`config.mk`:
```
export PLATFORM = sky130hd
export DESIGN_NAME = mem_writeback_flat
export DESIGN_NICKNAME = d
export VERILOG_FILES = /design/src/rtl/mem_writeback_pkg.sv /design/src/rtl/mem_writeback_if.sv /design/src/rtl/mem_writeback.sv /design/src/flat_wrapper.sv
export SDC_FILE = /design/constraint.sdc
export NUM_CORES = 1
export LEC_CHECK = 0
export ABC_AREA = 0
export BUFFER_PORTS_ARGS = -buffer_cell sky130_fd_sc_hd__buf_2
export CORE_MARGIN = 5
export CORE_UTILIZATION = 50
export DETAILED_ROUTE_END_ITERATION = 10
export PLACE_DENSITY = 0.84
export SETUP_SLACK_MARGIN = 0.02
export SYNTH_ARGS = -nofsm -noshare
export SYNTH_HDL_FRONTEND = slang
export SYNTH_SLANG_ARGS = --single-unit
```
`constraint.sdc`:
```
create_clock -name clockp4 -period 5.2 [get_ports clockp4]
set_clock_uncertainty 0.15 [all_clocks]
set_input_delay 1.04 -clock clockp4 [delete_from_list [all_inputs] [get_ports clockp4]]
set_output_delay 1.04 -clock clockp4 [all_outputs]
set_load 0.01 [all_outputs]
```
`src/rtl/mem_writeback_pkg.sv`:
```
// Shared definitions for the memory/write-back stage: memwrite codes,
// FSM states and register-file address width.
package mem_writeback_pkg;

  localparam int REG_AW = 3;

  typedef enum logic [1:0] {
    MW_NONE  = 2'b00,
    MW_LOAD  = 2'b01,
    MW_STORE = 2'b10,
    MW_RSVD  = 2'b11   // behaves like MW_NONE
  } mw_e;

  typedef enum logic [1:0] {
    IDLE,
    MEMWAIT,
    WB,
    HALTED
  } state_e;

  // True when the instruction needs a data-memory transaction.
  function automatic logic is_mem_op(input logic [1:0] mw);
    return (mw == MW_LOAD) || (mw == MW_STORE);
  endfunction

endpackage

```
`src/rtl/mem_writeback_if.sv`:
```
// Data-memory request/acknowledge bus between the write-back stage
// (master) and the memory (slave).
interface mem_writeback_if;
  logic        mem_req;
  logic        mem_we;
  logic [15:0] mem_addr;
  logic [15:0] mem_wdata;
  logic        mem_ack;
  logic [15:0] mem_rdata;

  modport master (
    output mem_req, mem_we, mem_addr, mem_wdata,
    input  mem_ack, mem_rdata
  );

  modport slave (
    input  mem_req, mem_we, mem_addr, mem_wdata,
    output mem_ack, mem_rdata
  );
endinterface

```
`src/rtl/mem_writeback.sv`:
```
// Memory / write-back pipeline stage. Accepts one instruction at a time,
// performs an optional load/store with an ack timeout, then issues a
// single-cycle register-file write strobe. A halt instruction parks the
// stage until reset.
module mem_writeback
  import mem_writeback_pkg::*;
#(
  parameter int TIMEOUT = 15
) (
  input  logic              clockp4,
  input  logic              reset,
  input  logic              in_valid,
  output logic              in_ready,
  input  logic [15:0]       aluresult,
  input  logic [15:0]       address,
  input  logic [15:0]       storedata,
  input  logic [1:0]        memwrite,
  input  logic              writereg,
  input  logic [REG_AW-1:0] regaddress,
  input  logic              halt,
  mem_writeback_if.master   mem,
  output logic              writeflag,
  output logic [REG_AW-1:0] writetarget,
  output logic [15:0]       aluwriteval,
  output logic [15:0]       readoutwriteval,
  output logic              readoutSelect,
  output logic              haltout,
  output logic              memerror
);

  localparam int CW = (TIMEOUT < 2) ? 1 : $clog2(TIMEOUT + 1);

  state_e            state, state_d;
  logic [CW-1:0]     wait_cnt;
  logic [15:0]       lat_alu, lat_addr, lat_wdata, rdata_q;
  mw_e               lat_mw;
  logic              lat_wreg, lat_halt;
  logic [REG_AW-1:0] lat_rd;
  logic              timed_out, memerror_q;
  logic              ack_hit, timeout_hit;

  assign writetarget     = lat_rd;
  assign aluwriteval     = lat_alu;
  assign readoutwriteval = rdata_q;
  assign memerror        = memerror_q;

  // Next-state and per-state output decode.
  always_comb begin
    // NOTE: every output gets a default first so no path leaves one unassigned and infers a latch.
    state_d       = state;
    in_ready      = 1'b0;
    mem.mem_req   = 1'b0;
    mem.mem_we    = 1'b0;
    mem.mem_addr  = '0;
    mem.mem_wdata = '0;
    writeflag     = 1'b0;
    readoutSelect = 1'b0;
    haltout       = 1'b0;
    ack_hit       = 1'b0;
    timeout_hit   = 1'b0;
    case (state)
      IDLE: begin
        in_ready = 1'b1;
        if (in_valid) state_d = is_mem_op(memwrite) ? MEMWAIT : WB;
      end
      MEMWAIT: begin
        mem.mem_req   = 1'b1;
        mem.mem_we    = (lat_mw == MW_STORE);
        mem.mem_addr  = lat_addr;
        mem.mem_wdata = lat_wdata;
        if (mem.mem_ack) begin
          ack_hit = 1'b1;
          state_d = WB;
        end else if (wait_cnt == CW'(TIMEOUT - 1)) begin
          timeout_hit = 1'b1;
          state_d     = WB;
        end
      end
      WB: begin
        writeflag     = lat_wreg && !timed_out && (lat_mw != MW_STORE);
        readoutSelect = (lat_mw == MW_LOAD);
        state_d       = lat_halt ? HALTED : IDLE;
      end
      HALTED: haltout = 1'b1;
      default: state_d = IDLE;
    endcase
  end

  // State register, instruction latches, wait counter and sticky error flag.
  always_ff @(posedge clockp4) begin
    // NOTE: sequential state uses non-blocking assignments so all registers update from pre-edge values.
    if (reset) begin
      state      <= IDLE;
      wait_cnt   <= '0;
      lat_alu    <= '0;
      lat_addr   <= '0;
      lat_wdata  <= '0;
      lat_mw     <= MW_NONE;
      lat_wreg   <= 1'b0;
      lat_rd     <= '0;
      lat_halt   <= 1'b0;
      rdata_q    <= '0;
      timed_out  <= 1'b0;
      memerror_q <= 1'b0;
    end else begin
      state <= state_d;
      case (state)
        IDLE: if (in_valid) begin
          lat_alu   <= aluresult;
          lat_addr  <= address;
          lat_wdata <= storedata;
          lat_mw    <= mw_e'(memwrite);
          lat_wreg  <= writereg;
          lat_rd    <= regaddress;
          lat_halt  <= halt;
          rdata_q   <= '0;
          wait_cnt  <= '0;
          timed_out <= 1'b0;
        end
        MEMWAIT: begin
          wait_cnt <= wait_cnt + 1'b1;
          if (ack_hit && lat_mw == MW_LOAD) rdata_q <= mem.mem_rdata;
          if (timeout_hit) begin
            timed_out  <= 1'b1;
            memerror_q <= 1'b1;
          end
        end
        default: ;
      endcase
    end
  end

endmodule

```
`src/flat_wrapper.sv`:
```
// flat-port wrapper written by rule: the top's interface ports become plain ports
module mem_writeback_flat import mem_writeback_pkg::*;
#(
  parameter int TIMEOUT = 15
)
  (clockp4, reset, in_valid, in_ready, aluresult, address, storedata, memwrite, writereg, regaddress, halt, writeflag, writetarget, aluwriteval, readoutwriteval, readoutSelect, haltout, memerror, mem_mem_req, mem_mem_we, mem_mem_addr, mem_mem_wdata, mem_mem_ack, mem_mem_rdata);
  mem_writeback_if mem_i ();
  input  logic clockp4;
  input  logic reset;
  input  logic in_valid;
  output logic in_ready;
  input  logic [15:0] aluresult;
  input  logic [15:0] address;
  input  logic [15:0] storedata;
  input  logic [1:0] memwrite;
  input  logic writereg;
  input  logic [REG_AW-1:0] regaddress;
  input  logic halt;
  output logic writeflag;
  output logic [REG_AW-1:0] writetarget;
  output logic [15:0] aluwriteval;
  output logic [15:0] readoutwriteval;
  output logic readoutSelect;
  output logic haltout;
  output logic memerror;
  output wire logic [$bits(mem_i.mem_req)-1:0] mem_mem_req;
  output wire logic [$bits(mem_i.mem_we)-1:0] mem_mem_we;
  output wire logic [$bits(mem_i.mem_addr)-1:0] mem_mem_addr;
  output wire logic [$bits(mem_i.mem_wdata)-1:0] mem_mem_wdata;
  input wire logic [$bits(mem_i.mem_ack)-1:0] mem_mem_ack;
  input wire logic [$bits(mem_i.mem_rdata)-1:0] mem_mem_rdata;
  assign mem_mem_req = mem_i.mem_req;
  assign mem_mem_we = mem_i.mem_we;
  assign mem_mem_addr = mem_i.mem_addr;
  assign mem_mem_wdata = mem_i.mem_wdata;
  assign mem_i.mem_ack = mem_mem_ack;
  assign mem_i.mem_rdata = mem_mem_rdata;
  mem_writeback #(.TIMEOUT(TIMEOUT)) u_core (.clockp4(clockp4), .reset(reset), .in_valid(in_valid), .in_ready(in_ready), .aluresult(aluresult), .address(address), .storedata(storedata), .memwrite(memwrite), .writereg(writereg), .regaddress(regaddress), .halt(halt), .mem(mem_i), .writeflag(writeflag), .writetarget(writetarget), .aluwriteval(aluwriteval), .readoutwriteval(readoutwriteval), .readoutSelect(readoutSelect), .haltout(haltout), .memerror(memerror));
endmodule
```
==> results of run 1 <==
[power by group]
part | internal, mW | switching (mW)
clock network | 0.194 | 0.193
logic | 0.240 | 0.388
registers | 0.706 | 0.0520
[metal layers]
metal	vias up	wire length (um)	GRT usage
met5	-	0	0
met4	0	99	0.07161
met3	8	700	0.05207
met2	107	4008	0.3481
met1	1407	3387	0.2224
li1	1589	-	-
[worst paths after layout]
path                                     from                                endpoint  slack (ps)  cells after the start
max              u_core.state[1]$_SDFFE_PP0P_                       mem_mem_wdata[15]        2040                      5
min          u_core.lat_addr[12]$_SDFFE_PP0P_        u_core.lat_addr[12]$_SDFFE_PP0P_         300                      2
min reg2reg  u_core.lat_addr[12]$_SDFFE_PP0P_        u_core.lat_addr[12]$_SDFFE_PP0P_         300                      2
max reg2reg      u_core.state[1]$_SDFFE_PP0P_  u_core.readoutwriteval[0]$_SDFFE_PP0P_        2490                      7
[final cells by class]
| type | count | area (sq um) |
|---|---|---|
| fill | 561 | 2211 |
| timing repair buffer | 150 | 755.7 |
| clock inverter | 1 | 5.005 |
| clock buffer | 13 | 158.9 |
| inverter | 4 | 15.01 |
| tap | 77 | 96.34 |
| multi-input combinational | 301 | 1599 |
| sequential | 79 | 1582 |
[Yosys cell counts]
master | n | area share
sky130_fd_sc_hd__a21oi_4 | 1 | 0.0049
sky130_fd_sc_hd__nor2_1 | 21 | 0.024
sky130_fd_sc_hd__mux2i_1 | 19 | 0.057
sky130_fd_sc_hd__nand3_1 | 4 | 0.0060
sky130_fd_sc_hd__nor3_1 | 2 | 0.0030
sky130_fd_sc_hd__buf_2 | 6 | 0.0090
sky130_fd_sc_hd__and2_1 | 51 | 0.096
sky130_fd_sc_hd__and3b_1 | 1 | 0.0026
sky130_fd_sc_hd__nor3b_1 | 1 | 0.0023
sky130_fd_sc_hd__ha_1 | 7 | 0.026
sky130_fd_sc_hd__a2bb2oi_1 | 1 | 0.0026
sky130_fd_sc_hd__a21oi_1 | 60 | 0.090
sky130_fd_sc_hd__o21ai_0 | 4 | 0.0060
sky130_fd_sc_hd__nand4b_1 | 2 | 0.0053
sky130_fd_sc_hd__a211o_1 | 1 | 0.0026
sky130_fd_sc_hd__buf_4 | 1 | 0.0023
sky130_fd_sc_hd__nand2_1 | 118 | 0.13
sky130_fd_sc_hd__inv_1 | 4 | 0.0045
sky130_fd_sc_hd__dfxtp_1 | 79 | 0.48
sky130_fd_sc_hd__a41oi_1 | 1 | 0.0026
sky130_fd_sc_hd__nor2b_1 | 4 | 0.0075
sky130_fd_sc_hd__buf_1 | 1 | 0.0011
sky130_fd_sc_hd__xnor2_1 | 1 | 0.0026
sky130_fd_sc_hd__nand2b_1 | 1 | 0.0019
sky130_fd_sc_hd__buf_12 | 1 | 0.0060
sky130_fd_sc_hd__a311o_1 | 1 | 0.0030
sky130_fd_sc_hd__clkbuf_1 | 18 | 0.020
[registers in the layout, indices dropped and copies added, names as in the netlist, 2 cells and up]
signal                  cells
u_core.wait_cnt             4
u_core.lat_mw               2
u_core.readoutwriteval     16
u_core.aluwriteval         16
u_core.lat_wdata           16
u_core.state                2
u_core.lat_addr            16
u_core.writetarget          3
[tightest hold or removal path, delay by kind of cell, from the launching register on]
kind | cells | cell delay (ps)
simple gates | 1 | 50
flops | 1 | 310
compound gates | 1 | 50
[kinds of logic after synthesis]
kind of cell               after synthesis  synth area share
AOI/OAI and AO/OA                       69            0.1123
buffers and inverters                   31           0.04333
muxes                                   19           0.05727
and+or+nand+nor                        205            0.2818
DFF                                     79            0.4763
adders and majority gates                7           0.02637
xor gates and xnor gates                 1          0.002638
[stage by stage]
stage	total power [mW]	instances	setup WS [ps]
6_report	1.774	625	2039
5_1_grt	1.897	625	1832
4_1_cts	1.795	625	1971
3_5_place_dp	1.409	611	2350
3_3_place_gp	1.381	611	2441
2_1_floorplan	1.245	411	2699
==> impl_metrics.env, run 1 <==
export IMPL_wl_per_cell_um=13.11
export IMPL_initial_core_utilization=0.5170
export IMPL_netlist_instances=411
export IMPL_worst_endpoint_arrival_ps=1970
export IMPL_grt_max_degree=56
export IMPL_finish_utilization=0.6558
export IMPL_crit_buf_inv=3
export IMPL_port_buffers=148
export IMPL_post_dp_cell_area_sq_mm=0.004048
export IMPL_route_detailed_vias_per_inst=4.978
export IMPL_drive_gt1_frac=0.3011
export IMPL_grt_setup_unrepaired="no"
export IMPL_first_global_vias=3078
export IMPL_power_leakage_nw=2.045
export IMPL_routed_wirelength_um=8195
export IMPL_whs_ps=301.2
export IMPL_cts_root_buf="sky130_fd_sc_hd__clkbuf_8"
export IMPL_crit_family="buffers and inverters"
export IMPL_fin_tns_setup_ps=0
export IMPL_irDropWorstVdd_mv=0.2707
export IMPL_drv_slew=0
export IMPL_number_of_h_tree_levels=3
export IMPL_synth_avg_cell_area_sq_um=8.080
export IMPL_cap_viol_max_count=0
export IMPL_max_freq_mhz=316.3
export IMPL_cts_num_sinks=79
export IMPL_finalSetupViolations=0
export IMPL_clkSlewWorstSetupHoldPaths_ps=70
export IMPL_worst_pin_slew_ps=989.1
export IMPL_max_clock_path_buffers=2
export IMPL_min_path_type="reg2reg"
export IMPL_drt_pre_antenna_iters=4
export IMPL_pin_count=149
export IMPL_detail_route_iter0_violations=72
export IMPL_tritoncts_num_buffers=9
export IMPL_outcome="finished, final reports clean"
export IMPL_rows=29
export IMPL_synth_warnings=0
export IMPL_area_growth_synth_to_final_pct=26.83
export IMPL_commonest_cells_after_routing_fill_and_taps_aside="sky130_fd_sc_hd__buf_2, sky130_fd_sc_hd__nand2_1, sky130_fd_sc_hd__dfxtp_1"
export IMPL_finalWorstPathRequiredPeriod_ps=3161
export IMPL_overflow=0
export IMPL_crit_slowest_cell="sky130_fd_sc_hd__ha_1"
export IMPL_report_final_hold_viol_count=0
export IMPL_die_width_um=91.50
export IMPL_cts_hold_fix_buffers=0
export IMPL_worstPathRequired_ps=4010
export IMPL_worstSetupStartpointType="flip-flop"
export IMPL_mostFrequentLayoutCell="sky130_fd_sc_hd__buf_2"
export IMPL_floorplan_core_area_sq_mm=0.006422
export IMPL_synth_distinct_cells=27
export IMPL_routabilityCongestion=0.8108
export IMPL_grt_usage=0.1952
export IMPL_timing_final_crit_share=0.6080
export IMPL_via_count=3111
export IMPL_die_height_um=91.50
export IMPL_route_antenna_remaining_nets=0
export IMPL_summed_instance_area_of_the_synthesized_netlist_sq_mm=0.003321
export IMPL_endpoint_kind="output port"
export IMPL_post_cts_resize_count=0
export IMPL_crit_type="reg2out"
export IMPL_post_cts_repair_setup_buffers=0
export IMPL_die_area_sq_mm=0.008371
export IMPL_synth_seq_area_share=0.4763
export IMPL_antenna_cells=0
export IMPL_first_pass_grt_wire_length_um=13510
export IMPL_syn_num_nets=493
export IMPL_clock_insertion_delay_worst_skew_ps=330
export IMPL_worstPathCellList="inv_1, ha_1, buf_4, and2_1, buf_2"
export IMPL_antenna_found_initial=0
export IMPL_tritoncts_clock_tree="yes"
export IMPL_finish_instance_area_sq_mm=0.004212
export IMPL_hpwl_reported_at_the_end_of_detailed_placement_um=6019
export IMPL_post_route_drc_count=0
export IMPL_yosys_register_bits=79
export IMPL_critPathMaxFanout=32
export IMPL_max_stage_delay_on_crit_path_ps=510
export IMPL_finish_net_count=627
export IMPL_normalized_max_slew_margin=0.3383
export IMPL_power_density_mw_per_mm2=421.2
Power figures use the tool's default switching activity.
==> inputs of run 2 (changes only) <==
--- a/config.mk
+++ b/config.mk
@@ -8,9 +8,9 @@
 export ABC_AREA = 0
 export BUFFER_PORTS_ARGS = -buffer_cell sky130_fd_sc_hd__buf_2
 export CORE_MARGIN = 5
-export CORE_UTILIZATION = 50
+export CORE_UTILIZATION = 47
 export DETAILED_ROUTE_END_ITERATION = 10
-export PLACE_DENSITY = 0.84
+export PLACE_DENSITY = 0.8
 export SETUP_SLACK_MARGIN = 0.02
 export SYNTH_ARGS = -nofsm -noshare
 export SYNTH_HDL_FRONTEND = slang
==> constraint.sdc (replaced) <==
create_clock -name clockp4 -period 3.1 [get_ports clockp4]
set_clock_uncertainty 0.15 [all_clocks]
set_input_delay 0.62 -clock clockp4 [delete_from_list [all_inputs] [get_ports clockp4]]
set_output_delay 0.62 -clock clockp4 [all_outputs]
set_load 0.01 [all_outputs]
==> run 2 against run 1 <==
Net effect:
- setup slack worse by 1300 ps
- hold slack better by 0.96 ps
- clock power up 100%
- sequential share of layout area down 0.90 points
- highest routed layer unchanged
==> impl_metrics.env, run 2 (same netlist as run 1, synthesis figures left out) <==
export IMPL_max_freq_mhz=428.4
export IMPL_port_buffers=148
export IMPL_floorplan_core_area_sq_mm=0.006832
export IMPL_finalWorstPathRequiredPeriod_ps=2335
export IMPL_first_pass_grt_wire_length_um=13220
export IMPL_drive_gt1_frac=0.3092
export IMPL_critPathMaxFanout=35
export IMPL_worst_pin_slew_ps=676.5
export IMPL_timing_final_crit_share=0.7531
export IMPL_rows=30
export IMPL_finalSetupViolations=0
export IMPL_cts_num_sinks=79
export IMPL_fin_tns_setup_ps=0
export IMPL_setup_worst_path_end="mem_mem_wdata[5]"
export IMPL_post_cts_resize_count=0
export IMPL_grt_setup_unrepaired="no"
export IMPL_antenna_found_initial=0
export IMPL_grt_max_degree=80
export IMPL_layout_cells_non_filler=649
export IMPL_worst_endpoint_arrival_ps=1560
export IMPL_initial_core_utilization=0.4861
export IMPL_die_area_sq_mm=0.008846
export IMPL_max_clock_path_buffers=2
export IMPL_clock_insertion_delay_worst_skew_ps=340
export IMPL_detail_route_iter0_violations=130
export IMPL_route_antenna_remaining_nets=0
export IMPL_place_inst=633
export IMPL_crit_start="u_core.state[1]$_SDFFE_PP0P_"
export IMPL_report_final_hold_viol_count=0
export IMPL_mostFrequentLayoutCell="sky130_fd_sc_hd__buf_2"
export IMPL_irDropWorstVdd_mv=0.4155
export IMPL_power_leakage_nw=2.078
export IMPL_pin_count=149
export IMPL_min_path_type="reg2reg"
export IMPL_final_fill_count=651
export IMPL_outcome="finished, final reports clean"
export IMPL_reg2reg_slack_ps=830
export IMPL_finish_utilization=0.6317
export IMPL_via_count=3125
export IMPL_first_global_vias=3010
export IMPL_post_cts_repair_setup_buffers=0
export IMPL_worstReg2RegStart="u_core.state[1]$_SDFFE_PP0P_"
export IMPL_cts_hold_fix_buffers=0
export IMPL_commonest_cells_after_routing_fill_and_taps_aside="sky130_fd_sc_hd__buf_2, sky130_fd_sc_hd__nand2_1, sky130_fd_sc_hd__dfxtp_1"
export IMPL_post_dp_cell_area_sq_mm=0.004106
export IMPL_totalPowerFinal_mw=3.132
export IMPL_wl_per_cell_um=12.86
export IMPL_overflow=0
export IMPL_tritoncts_num_buffers=9
export IMPL_power_density_mw_per_mm2=725.8
export IMPL_grt_usage=0.1851
export IMPL_reg2regPathDepth=7
export IMPL_endpoint_kind="output port"
export IMPL_finish_instance_area_sq_mm=0.004315
export IMPL_drt_pre_antenna_iters=4
export IMPL_area_growth_synth_to_final_pct=29.95
export IMPL_routed_wirelength_um=8348
export IMPL_number_of_h_tree_levels=3
export IMPL_routabilityCongestion=0.7320
export IMPL_crit_type="reg2out"
export IMPL_worstSetupStartpointType="flip-flop"
export IMPL_cap_viol_max_count=0
export IMPL_post_route_drc_count=0
export IMPL_hpwl_reported_at_the_end_of_detailed_placement_um=5984
export IMPL_finish_net_count=630
export IMPL_die_height_um=94.06
export IMPL_tritoncts_clock_tree="yes"
export IMPL_crit_reg2reg_capture="u_core.readoutwriteval[1]$_SDFFE_PP0P_"
export IMPL_antenna_cells=0
export IMPL_drv_slew=0
export IMPL_worstPathRequired_ps=2330
export IMPL_die_width_um=94.06
export IMPL_route_detailed_vias_per_inst=4.815
export IMPL_clkSlewWorstSetupHoldPaths_ps=70
export IMPL_cts_root_buf="sky130_fd_sc_hd__clkbuf_8"
export IMPL_normalized_max_slew_margin=0.5480
==> run 2: cell types whose count changed in the layout (fill, tap and decap cells not counted) <==
cell	change
sky130_fd_sc_hd__buf_12	+1
sky130_fd_sc_hd__buf_4	+2
sky130_fd_sc_hd__bufinv_16	+1
sky130_fd_sc_hd__clkbuf_1	-1
sky130_fd_sc_hd__clkinv_2	-1
sky130_fd_sc_hd__clkinv_4	+1
sky130_fd_sc_hd__clkinvlp_4	+2
==> run 2: how the worst min path moves through the flow <==
stage                                                   start  slack, ps                                   to  cells past startpoint
after floorplan               u_core.lat_addr[0]$_SDFFE_PP0P_        280      u_core.lat_addr[0]$_SDFFE_PP0P_                      2
after global placement      u_core.lat_wdata[15]$_SDFFE_PP0P_        290    u_core.lat_wdata[15]$_SDFFE_PP0P_                      2
after detailed placement     u_core.lat_addr[13]$_SDFFE_PP0P_        290     u_core.lat_addr[13]$_SDFFE_PP0P_                      2
after CTS                    u_core.lat_addr[13]$_SDFFE_PP0P_        300     u_core.lat_addr[13]$_SDFFE_PP0P_                      2
after global routing      u_core.aluwriteval[14]$_SDFFE_PP0P_        320  u_core.aluwriteval[14]$_SDFFE_PP0P_                      2
final                         u_core.lat_addr[6]$_SDFFE_PP0P_        300      u_core.lat_addr[6]$_SDFFE_PP0P_                      2
==> run 2: where the power goes <==
| part | switching [mW] | internal, mW | leakage [nW] | total (mW) |
|---|---|---|---|---|
| Combinational | 0.660 | 0.418 | 1.33 | 1.08 |
| Sequential | 0.0847 | 1.18 | 0.646 | 1.27 |
| Clock | 0.367 | 0.418 | 0.0988 | 0.785 |
==> run 2: area by class of cell <==
type	instances	area [sq um]	share of cell area
Multi-Input combinational cell	301	1599	0.3705
Tap cell	96	120.1	0.02783
Inverter	4	15.01	0.003479
Clock buffer	12	155.1	0.03595
Clock inverter	4	53.80	0.01247
Sequential cell	79	1582	0.3665
Timing Repair Buffer	153	790.8	0.1832
==> run 2: layer usage <==
metal,vias to the layer above,part of all wire,global-route usage
li1,1592,-,-
met1,1423,0.41,0.2045
met2,104,0.49,0.3318
met3,6,0.091,0.07292
met4,0,0.0078,0.04332
met5,-,0,0
==> run 2: per-stage QoR <==
stage | hold WS, ps | setup slack [ps]
2_1_floorplan | 281.7 | 1019
3_3_place_gp | 286.4 | 939.6
3_5_place_dp | 293.1 | 817.9
4_1_cts | 304.2 | 732.3
5_1_grt | 321.8 | 623.7
6_report | 302.2 | 765.5
==> run 2: worst max-delay path, stage by stage, from the launching register on <==
cell                      delay (ps)
sky130_fd_sc_hd__dfxtp_1         340
sky130_fd_sc_hd__inv_1           100
sky130_fd_sc_hd__ha_1            170
sky130_fd_sc_hd__buf_4           290
sky130_fd_sc_hd__and2_1          180
sky130_fd_sc_hd__buf_2           140
==> inputs of run 3 (changes only) <==
--- a/config.mk
+++ b/config.mk
@@ -8,9 +8,9 @@
 export ABC_AREA = 0
 export BUFFER_PORTS_ARGS = -buffer_cell sky130_fd_sc_hd__buf_2
 export CORE_MARGIN = 5
-export CORE_UTILIZATION = 47
+export CORE_UTILIZATION = 42
 export DETAILED_ROUTE_END_ITERATION = 10
-export PLACE_DENSITY = 0.8
+export PLACE_DENSITY = 0.75
 export SETUP_SLACK_MARGIN = 0.02
 export SYNTH_ARGS = -nofsm -noshare
 export SYNTH_HDL_FRONTEND = slang
==> constraint.sdc (replaced) <==
create_clock -name clockp4 -period 2 [get_ports clockp4]
set_clock_uncertainty 0.15 [all_clocks]
set_input_delay 0.4 -clock clockp4 [delete_from_list [all_inputs] [get_ports clockp4]]
set_output_delay 0.4 -clock clockp4 [all_outputs]
set_load 0.01 [all_outputs]
==> run 3 against run 2 <==
Net effect:
- setup slack worse by 720 ps
- utilization down 2.6 points
- final cell count up 2.2%
- via count up 1.4%
- sequential share of layout area down 2.7 points
- total power up 69%
- first-iteration DRC count down 42%
- hold slack worse by 160 ps
- critical endpoint is now mem_mem_wdata[8]
- largest cell class unchanged
==> impl_metrics.env, run 3 (same netlist as run 1, synthesis figures left out) <==
export IMPL_clock_insertion_delay_worst_skew_ps=330
export IMPL_die_width_um=98.92
export IMPL_clkSlewWorstSetupHoldPaths_ps=80
export IMPL_finish_instance_area_sq_mm=0.004682
export IMPL_grt_setup_unrepaired="yes"
export IMPL_route_antenna_remaining_nets=0
export IMPL_first_global_vias=3159
export IMPL_worst_pin_slew_ps=457.2
export IMPL_normalized_max_slew_margin=0.6920
export IMPL_overflow=0
export IMPL_drt_pre_antenna_iters=5
export IMPL_wl_per_cell_um=13.25
export IMPL_finalSetupViolations=0
export IMPL_port_buffers=148
export IMPL_area_growth_synth_to_final_pct=40.99
export IMPL_timing_final_crit_share=0.9778
export IMPL_floorplan_core_area_sq_mm=0.007727
export IMPL_crit_start="u_core.state[1]$_SDFFE_PP0P_"
export IMPL_power_leakage_nw=2.198
export IMPL_die_height_um=98.92
export IMPL_power_density_mw_per_mm2=1131
export IMPL_first_pass_grt_wire_length_um=14100
export IMPL_fin_tns_setup_ps=0
export IMPL_max_freq_mhz=511.4
export IMPL_outcome="finished, final reports clean"
export IMPL_drive_gt1_frac=0.3661
export IMPL_worstPathRequired_ps=1450
export IMPL_tritoncts_num_buffers=9
export IMPL_antenna_found_initial=1
export IMPL_commonest_cells_after_routing_fill_and_taps_aside="sky130_fd_sc_hd__buf_2, sky130_fd_sc_hd__nand2_1, sky130_fd_sc_hd__dfxtp_1"
export IMPL_die_area_sq_mm=0.009784
export IMPL_rows=32
export IMPL_worst_endpoint_arrival_ps=1410
export IMPL_initial_core_utilization=0.4297
export IMPL_number_of_h_tree_levels=3
export IMPL_detail_route_iter0_violations=75
export IMPL_hp_start="storedata[1]"
export IMPL_cts_hold_fix_buffers=0
export IMPL_irDropWorstVdd_mv=0.6115
export IMPL_route_detailed_vias_per_inst=4.778
export IMPL_finish_net_count=638
export IMPL_grt_max_degree=80
export IMPL_report_final_hold_viol_count=0
export IMPL_post_route_drc_count=0
export IMPL_fin_ws_ps=44.48
export IMPL_cap_viol_max_count=0
export IMPL_grt_usage=0.1742
export IMPL_whs_ps=137.4
export IMPL_worstPathCellList="inv_4, ha_4, clkbuf_16, and2_4, buf_2"
export IMPL_crit_slowest_cell="sky130_fd_sc_hd__dfxtp_4"
export IMPL_drv_slew=0
export IMPL_crit_type="reg2out"
export IMPL_cts_root_buf="sky130_fd_sc_hd__clkbuf_8"
export IMPL_crit_family="flip-flops"
export IMPL_place_ws_ps=150.6
export IMPL_max_clock_path_buffers=2
export IMPL_crit_buf_inv=3
export IMPL_worstSetupStartpointType="flip-flop"
export IMPL_hpwl_reported_at_the_end_of_detailed_placement_um=5918
export IMPL_pin_count=149
export IMPL_tritoncts_clock_tree="yes"
export IMPL_critPathMaxFanout=10
export IMPL_min_path_type="in2reg"
export IMPL_place_inst=642
export IMPL_mostFrequentLayoutCell="sky130_fd_sc_hd__buf_2"
export IMPL_finalWorstPathRequiredPeriod_ps=1956
export IMPL_via_count=3168
export IMPL_post_dp_cell_area_sq_mm=0.004174
export IMPL_endpoint_kind="output port"
export IMPL_worstReg2RegStart="u_core.state[0]$_SDFFE_PP0P_"
export IMPL_routed_wirelength_um=8786
export IMPL_layout_cells_non_filler=663
export IMPL_max_stage_delay_on_crit_path_ps=370
export IMPL_final_fill_count=717
export IMPL_cts_num_sinks=79
export IMPL_routabilityCongestion=0.7766
run 3: cell count changes in the layout (fill, tap and decap cells not counted), sizes merged:
| cell | before | now |
|---|---|---|
| clkbuf | 12 | 14 |
| bufinv | 1 | 2 |
| buf | 153 | 159 |
| diode | 0 | 1 |
| clkinvlp | 2 | 0 |
run 3: path summary, 6_finish.rpt:
kind | cells after the start | endpoint | slack, ps
hold reg to reg | 2 | u_core.lat_wdata[1]$_SDFFE_PP0P_ | 300
hold / removal | 3 | u_core.lat_wdata[1]$_SDFFE_PP0P_ | 140
setup reg to reg | 7 | u_core.readoutwriteval[15]$_SDFFE_PP0P_ | 150
setup / recovery | 5 | mem_mem_wdata[8] | 40
run 3: through the flow:
step             util  power [mW]
6_report       0.6059       5.296
5_1_grt        0.6059       5.669
4_1_cts        0.5711       5.119
3_5_place_dp   0.5402       3.815
3_3_place_gp   0.5402       3.760
2_1_floorplan       -       3.238
run 3: layout make-up:
class / count / area, sq um / share of cell area
Inverter: 4 / 17.52 / 0.003741
Clock buffer: 12 / 135.1 / 0.02886
Tap cell: 102 / 127.6 / 0.02726
Multi-Input combinational cell: 301 / 1677 / 0.3581
Antenna cell: 1 / 2.502 / 0.0005345
Timing Repair Buffer: 161 / 1065 / 0.2274
Clock inverter: 3 / 68.82 / 0.01470
Sequential cell: 79 / 1589 / 0.3394
run 3: where the power goes:
part           internal (mW)  total, mW  leakage (nW)  switching [mW]
logic                  0.950       2.07          1.45            1.12
registers               1.85       2.00         0.647           0.151
clock network          0.700       1.23         0.101           0.526
total                   3.50       5.30          2.20            1.80
run 3: what timing repair did:
action / in CTS / in global routing
resized for setup: 10 / 49
cloned: 0 / 2
setup buffers: 0 / 3
endpoints found under the setup margin: 33 / 35
run 3: worst register-to-register path, stage by stage, from the launching register on:
cell,delay [ps]
sky130_fd_sc_hd__dfxtp_4,370
sky130_fd_sc_hd__inv_1,80
sky130_fd_sc_hd__ha_1,300
sky130_fd_sc_hd__mux2i_1,370
sky130_fd_sc_hd__a21oi_4,60
sky130_fd_sc_hd__buf_12,170
sky130_fd_sc_hd__mux2i_1,160
sky130_fd_sc_hd__nor2_1,60
run 3: per-layer routing:
metal	wire length, um	vias up	track usage
met5	0	-	0
met4	148	0	0.06303
met3	714	12	0.05945
met2	4280	106	0.2986
met1	3642	1441	0.2007
li1	-	1609	-
